==> src/rtl/fifo_pkg.sv <==
// Shared constants for the 8x9 FIFO: geometry and controller state encoding.
// Kept as plain localparams so legacy consumers can compare raw state codes.
package fifo_pkg;

  localparam int FIFO_DEPTH = 8;
  localparam int FIFO_WIDTH = 9;
  localparam int FIFO_CNT_W = 4;

  localparam logic [1:0] ST_INIT  = 2'd0;
  localparam logic [1:0] ST_RUN   = 2'd1;
  localparam logic [1:0] ST_FLUSH = 2'd2;

endpackage

==> src/rtl/fifo8x9_ctrl.sv <==
// Push/pop controller for the 8x9 FIFO storage block: same-cycle accept, occupancy tracking,
// rd_valid one cycle after an accepted pop, sticky overflow/underflow flags.
module fifo8x9_ctrl
  import fifo_pkg::*;
#(
  parameter int DEPTH = FIFO_DEPTH,
  parameter int CNT_W = FIFO_CNT_W
) (
  input  logic             clk,
  input  logic             rst,
  input  logic             push,
  input  logic             pop,
  input  logic             clr,
  output logic             wren,
  output logic             WrInc,
  output logic             rden,
  output logic             RdInc,
  output logic             WrPtrClr,
  output logic             RdPtrClr,
  output logic             full,
  output logic             empty,
  output logic [CNT_W-1:0] count,
  output logic             rd_valid,
  output logic             ovf_err,
  output logic             udf_err
);

  logic [1:0]       r_state;
  logic [CNT_W-1:0] r_count;
  logic             r_rd_valid;
  logic             r_ovf_err;
  logic             r_udf_err;

  logic w_run;
  logic w_req_ok;
  logic w_full;
  logic w_empty;
  logic w_wr_acc;
  logic w_rd_acc;

  assign w_run    = (r_state == ST_RUN);
  // A clr cycle neither accepts nor faults requests; the flush supersedes them.
  assign w_req_ok = w_run & ~clr;

  // Count is stale during FLUSH until the closing edge, so the flags are forced there.
  assign w_full   = w_run & (r_count == CNT_W'(DEPTH));
  assign w_empty  = ~w_run | (r_count == '0);

  assign w_wr_acc = w_req_ok & push & (~w_full | pop);
  assign w_rd_acc = w_req_ok & pop & ~w_empty;

  assign wren     = w_wr_acc;
  assign WrInc    = w_wr_acc;
  assign rden     = w_rd_acc;
  assign RdInc    = w_rd_acc;
  assign WrPtrClr = ~w_run;
  assign RdPtrClr = ~w_run;
  assign full     = w_full;
  assign empty    = w_empty;
  assign count    = r_count;
  assign rd_valid = r_rd_valid;
  assign ovf_err  = r_ovf_err;
  assign udf_err  = r_udf_err;

  always_ff @(posedge clk) begin
    if (rst) begin
      r_state <= ST_INIT;
    end else begin
      case (r_state)
        ST_INIT:  r_state <= ST_RUN;
        ST_RUN:   r_state <= clr ? ST_FLUSH : ST_RUN;
        ST_FLUSH: r_state <= ST_RUN;
        default:  r_state <= ST_INIT;
      endcase
    end
  end

  always_ff @(posedge clk) begin
    if (rst || !w_run) begin
      r_count <= '0;
    end else if (w_wr_acc && !w_rd_acc) begin
      r_count <= r_count + 1'b1;
    end else if (w_rd_acc && !w_wr_acc) begin
      r_count <= r_count - 1'b1;
    end
  end

  always_ff @(posedge clk) begin
    if (rst) begin
      r_rd_valid <= 1'b0;
      r_ovf_err  <= 1'b0;
      r_udf_err  <= 1'b0;
    end else begin
      r_rd_valid <= w_rd_acc;
      r_ovf_err  <= r_ovf_err | (w_req_ok & push & ~w_wr_acc);
      r_udf_err  <= r_udf_err | (w_req_ok & pop & ~w_rd_acc);
    end
  end

endmodule

==> config.mk <==
export PLATFORM = sky130hd
export DESIGN_NAME = fifo8x9_ctrl
export DESIGN_NICKNAME = d
export VERILOG_FILES = /design/src/rtl/fifo_pkg.sv /design/src/rtl/fifo8x9_ctrl.sv
export SDC_FILE = /design/constraint.sdc
export NUM_CORES = 1
export LEC_CHECK = 0
export BUFFER_PORTS_ARGS = -buffer_cell sky130_fd_sc_hd__buf_2
export CORE_AREA = 2 2 39 41
export CTS_CLUSTER_DIAMETER = 30
export DETAILED_ROUTE_END_ITERATION = 6
export DIE_AREA = 0 0 41 43
export HOLD_SLACK_MARGIN = 0.06
export PLACE_DENSITY = 0.68
export SETUP_SLACK_MARGIN = 0.5
export SLEW_MARGIN = 30
export SYNTH_ARGS = -nofsm -noshare
export SYNTH_HDL_FRONTEND = slang
export SYNTH_SLANG_ARGS = --single-unit
==> constraint.sdc <==
create_clock -name clk -period 2.3 [get_ports clk]
set_input_delay 0.46 -clock clk [delete_from_list [all_inputs] [get_ports clk]]
set_output_delay 0.46 -clock clk [all_outputs]
set_load 0.01 [all_outputs]
# After elaboration in Yosys (flattened, before gate mapping)
# Cells that the tools add are included.
dict set report classes {
  add_sub_neg 2
  n_eq_ne 3
  n_mux 4
  bitwise 18
  reduce_logical 10
}
# op n
set op_table {}
lappend op_table {{bitwise AND 1 bit} 8}
lappend op_table {{2-to-1 mux 4 bit} 2}
lappend op_table {{NOT 1 bit} 6}
lappend op_table {{adder 4 x 1 -> 4 bit (second input constant)} 1}
lappend op_table {{equality test 4 bit (second input constant)} 1}
lappend op_table {{logical NOT 4 bit} 1}
lappend op_table {{OR 1 bit} 4}
lappend op_table {{one-hot mux 2 bit (2 select lines)} 1}
lappend op_table {{subtractor 4 x 1 -> 4 bit (second input constant)} 1}
lappend op_table {{logical NOT 1 bit} 3}
lappend op_table {{equality test 2 x 1 -> 1 bit (second input constant)} 1}
lappend op_table {{equality test 2 bit (second input constant)} 1}
lappend op_table {{logical AND 1 bit} 2}
lappend op_table {{logical NOT 2 bit} 1}
lappend op_table {{2-to-1 mux 2 bit} 1}
lappend op_table {{nonzero test 2 bit} 1}
lappend op_table {{OR reduction 2 bit} 1}
lappend op_table {{logical OR 1 bit} 1}
dict set report totals {
  ff_bits 9
  in_bits 5
  out_inout_bits 15
  word_cells 42
}

# Longest topological paths before layout
dict set report depth {
  depth_word 9
  ltp_mapped 12
  ltp_nobuf 12
}

# Worst setup path after synthesis
# No wires, ideal clock.
dict set report synth_timing {
  kind {reg-to-reg}
  from {register r_count[0], in the netlist count[0]}
  to {register r_count[3], in the netlist count[3]}
  setup_time_ns 0.058
  arrival_time_ns 2.379
  required_time_ns 2.242
  slack_ns -0.137
  stages_incl_launch_ff 11
  path_buffers 0
  synth_period_minus_slack_ns 2.437
  path_cell_list {dfxtp_1 > or3_4 > or2_1 > nand3_1 > ha_1 > inv_1 > ha_1 > a21oi_1 > a211o_1 > a211oi_1 > a31o_1}
}
dict set report synth_via {
  elab_chain_len 8
}
# element line
set synth_lines {}
lappend synth_lines {{start: declaration} fifo8x9_ctrl.sv:29} ;# logic [CNT_W-1:0] r_count;
lappend synth_lines {{start signal: assignment} fifo8x9_ctrl.sv:82} ;# r_count <= r_count + 1'b1;
lappend synth_lines {{start signal: assignment} fifo8x9_ctrl.sv:84} ;# r_count <= r_count - 1'b1;
lappend synth_lines {{equality test 4 bit} fifo8x9_ctrl.sv:46} ;# assign w_full = w_run & (r_count == CNT_W'(DEPTH));
lappend synth_lines {{bitwise AND 1 bit} fifo8x9_ctrl.sv:46}
lappend synth_lines {{NOT 1 bit} fifo8x9_ctrl.sv:49} ;# assign w_wr_acc = w_req_ok & push & (~w_full | pop);
lappend synth_lines {{OR 1 bit} fifo8x9_ctrl.sv:49}
lappend synth_lines {{bitwise AND 1 bit} fifo8x9_ctrl.sv:49}
lappend synth_lines {{logical NOT 1 bit} fifo8x9_ctrl.sv:83} ;# end else if (w_rd_acc && !w_wr_acc) begin
lappend synth_lines {{logical AND 1 bit} fifo8x9_ctrl.sv:83}
lappend synth_lines {{nonzero test 2 bit (no line)} -}
# Parallel ways exist; a longest one is shown, timed or not. The select of a mux whose other input is x is not followed.
# A chain may end at the register's enable or synchronous reset.

# Final worst setup path
# Same ends and word-level chain as after synthesis.

==> qor.txt <==
synthesized instance count: 58
clock sink count: 9
number of ports placed on the die boundary: 20
Final Routed Wirelength: 1365 um
most frequent cells in the layout: 14 x sky130_fd_sc_hd__buf_2, 14 x sky130_fd_sc_hd__buf_4, 11 x sky130_fd_sc_hd__nor2_1
ys async rst share: 0%
antenna violations before repair: 0
crit path max fanout: 4
Synthesis Warnings: 0
largest area contributor in the synthesized netlist: sky130_fd_sc_hd__dfxtp_1
TritonCTS clock tree: done
hold_ws: 448.3 ps
Synth Register Bits: 9
share of total power consumed by net switching: 26.48%
area of the core: 1384 um2
per-instance average area after synthesis: 8.845 um2
Worst setup SP type: flop
Worst Hold End: ovf_err$_SDFF_PP0_
post-synth net total: 67
Clock Pin Slew Worst Setup and Hold Paths: 60 ps
vias in the first global route: 510
share of the synthesized area in compound gates (AO/OA/AOI/OAI): 10.73%
worst vdd ir: 0.0003013 V
first-pass GRT wire length: 2035 um
Max clock buf depth: 2
Die Footprint: 1763 um2
deepest level of the CTS H-tree: 1
area share of and/or/nand/nor cells after synthesis: 30.24%
Detail Route Antenna Nets: 0
run status: complete, no violations
Crit Reg-Reg Startpoint: count[0]$_SDFFE_PP0P_
required time worst endpoint: 2500 ps
number of buffers added by the clock tree synthesis step: 3
Final period util: 98.37%
Total Nets Final: 104
maximum number of pins on one net before global-route repair: 8
total global routing track utilization: 17.12%
arrival time worst endpoint: 2460 ps
non-filler instance count after layout: 110
P&R area growth vs syn: 76.34%
setup repair after global routing missed its margin: true
final design area excluding fillers: 904.6 um2
internal cell power: 0.2714 mW
shortest period the worst path allows: 2262 ps
clock network fraction of total power: 32.4%
max_cap viols: 0
initial standard-cell utilization of the core: 37.07%
worst-case setup margin in the final layout: 37.51 ps
number of hold-slack violations in the final timing report: 0
post-placement worst setup slack: -27.99 ps
adder and majority cell fraction of the synthesized area: 11.22%
TritonRoute pass-1 iters: 5
worst hold-check path type: in -> reg
total instance count after detailed placement: 95
largest family of logic cells by synthesized area: simple AND/OR/NAND/NOR gates
Setup violations, final: 0
Core Rows: 14
RR Endpoint: count[3]$_SDFFE_PP0P_
GRT overflow: 0
dpl cell area: 691.9 um2
number of pins exceeding their max-slew limit in the final report: 0
height of the die: 43 um
actual transition at the worst max-transition pin: 304.1 ps
library cell used as clock root buffer: sky130_fd_sc_hd__clkbuf_4
number of port buffers: 19
worst slew margin relative to its limit: 79.64%
main flop type after synthesis: sky130_fd_sc_hd__dfxtp_1
worst clock skew on the final layout: 7.225 ps
Setup crit end kind: flop
main area contributors after synthesis: sky130_fd_sc_hd__dfxtp_1 35%, sky130_fd_sc_hd__nor2_1 9.5%, sky130_fd_sc_hd__ha_1 7.3%
average wire per cell in the routed design: 12.41 um
later-pin clock latency in the skew report: 260 ps
sum of net half-perimeters after detailed placement: 863 um
sequential fraction of the synthesis area: 35.12%
Placer Congestion: 0.6843
Residual DRC: 0
area share of the largest cell type after synthesis: 35.12%
overall die width: 41 um
multiplexer fraction of the synthesized cell area: 1.951%
Reg2Reg Depth: 10
routed via count: 519
relative contribution of sequential cells to total power: 44.1%
worst hold stages: 2
share of the synthesized netlist area taken by xor and xnor gates: 3.415%
Leakage Power: 0.4070 nW
net switching power: 0.09777 mW
critical setup path kind: reg -> reg
number of antenna repair diodes: 0
Power Density: 408.1 nW/um2
Avg Vias per Cell: 4.718
combinational fraction of design power: 23.5%
worst min-delay path startpoint: rst
number of synthesized flops with an enable pin: 0
fraction of final layout cells sized beyond drive strength 1: 63.83%
hold buffer count at cts: 0
core utilization of the finished layout: 65.37%
setup slack of the most critical reg-to-reg path: 40 ps
Syn Std Cell Area: 513.0 um2
highest achievable clock rate: 442.0 MHz
Initial DRC Count: 5
Distinct cells, synth: 25
[area by class of cell]
class	count	area (um2)
Clock buffer	4	26.28
Tap cell	16	20.02
Timing Repair Buffer	36	265.3
Inverter	3	18.77
Fill cell	117	479.2
Multi-Input combinational cell	42	391.6
Sequential cell	9	182.7
[worst max path at each step]
stage / start / endpoint / cells after the start
after floorplan: count[1]$_SDFFE_PP0P_ / count[3]$_SDFFE_PP0P_ / 10
after global placement: count[1]$_SDFFE_PP0P_ / count[3]$_SDFFE_PP0P_ / 10
after detailed placement: count[1]$_SDFFE_PP0P_ / count[3]$_SDFFE_PP0P_ / 10
after CTS: count[0]$_SDFFE_PP0P_ / count[3]$_SDFFE_PP0P_ / 10
after global routing: count[0]$_SDFFE_PP0P_ / count[3]$_SDFFE_PP0P_ / 10
final: count[0]$_SDFFE_PP0P_ / count[3]$_SDFFE_PP0P_ / 10
[power groups by stage]
stage / clock (mW) / combinational, mW / sequential, mW
after floorplan: 0 / 0.0410 / 0.168
after global placement: 0 / 0.0622 / 0.166
after detailed placement: 0 / 0.0631 / 0.166
after CTS: 0.124 / 0.0820 / 0.163
after global routing: 0.131 / 0.0940 / 0.163
final: 0.119 / 0.0869 / 0.163
[stage by stage]
step / TNS [ps] / power (mW)
after floorplan: 0 / 0.2089
after global placement: 0 / 0.2283
after detailed placement: -27.99 / 0.2294
after CTS: 0 / 0.3688
after global routing: -83.42 / 0.3886
final: 0 / 0.3692
[worst max-delay path, cell delays in order (launching register included)]
cell and delay (ps):
sky130_fd_sc_hd__dfxtp_2 320, sky130_fd_sc_hd__or3_4 410, sky130_fd_sc_hd__or2_4 260, sky130_fd_sc_hd__nand3_4 80, sky130_fd_sc_hd__ha_4 160, sky130_fd_sc_hd__inv_6 40
sky130_fd_sc_hd__ha_4 280, sky130_fd_sc_hd__a21oi_4 60, sky130_fd_sc_hd__a211o_1 310, sky130_fd_sc_hd__a211oi_2 180, sky130_fd_sc_hd__a31o_1 110
[logic make-up after synthesis]
logic type | count (synthesis)
and+or+nand+nor | 27
DFF | 9
AOI/OAI and AO/OA | 8
buffers and inverters | 7
adders and majority gates | 4
xor gates and xnor gates | 2
muxes | 1
[metal layers]
metal	wire (um)	vias to the layer above	GRT usage, %
met4	18	0	6.667
met3	75	2	5.759
li1	-	265	-
met5	0	-	0
met2	736	18	28.75
met1	535	234	18.51
[registers in the layout, indices dropped and copies added (netlist names)]
name and flops:
r_state 2, ovf_err 1, udf_err 1, count 4, rd_valid 1
[what timing repair did]
action | in CTS | in global routing
resized for setup | 19 | 4
pin swaps | 6 | 2
endpoints found under the setup margin | 8 | 10
buffers inserted | 7 | 4
[cells in the mapped netlist (2+ instances only)]
cell and count:
sky130_fd_sc_hd__a21oi_1 2, sky130_fd_sc_hd__a31oi_1 2, sky130_fd_sc_hd__and2_1 2, sky130_fd_sc_hd__buf_4 3, sky130_fd_sc_hd__dfxtp_1 9, sky130_fd_sc_hd__ha_1 3, sky130_fd_sc_hd__inv_1 3, sky130_fd_sc_hd__nand2_1 3
sky130_fd_sc_hd__nand3_1 3, sky130_fd_sc_hd__nor2_1 13
Power figures use the tool's default switching activity.
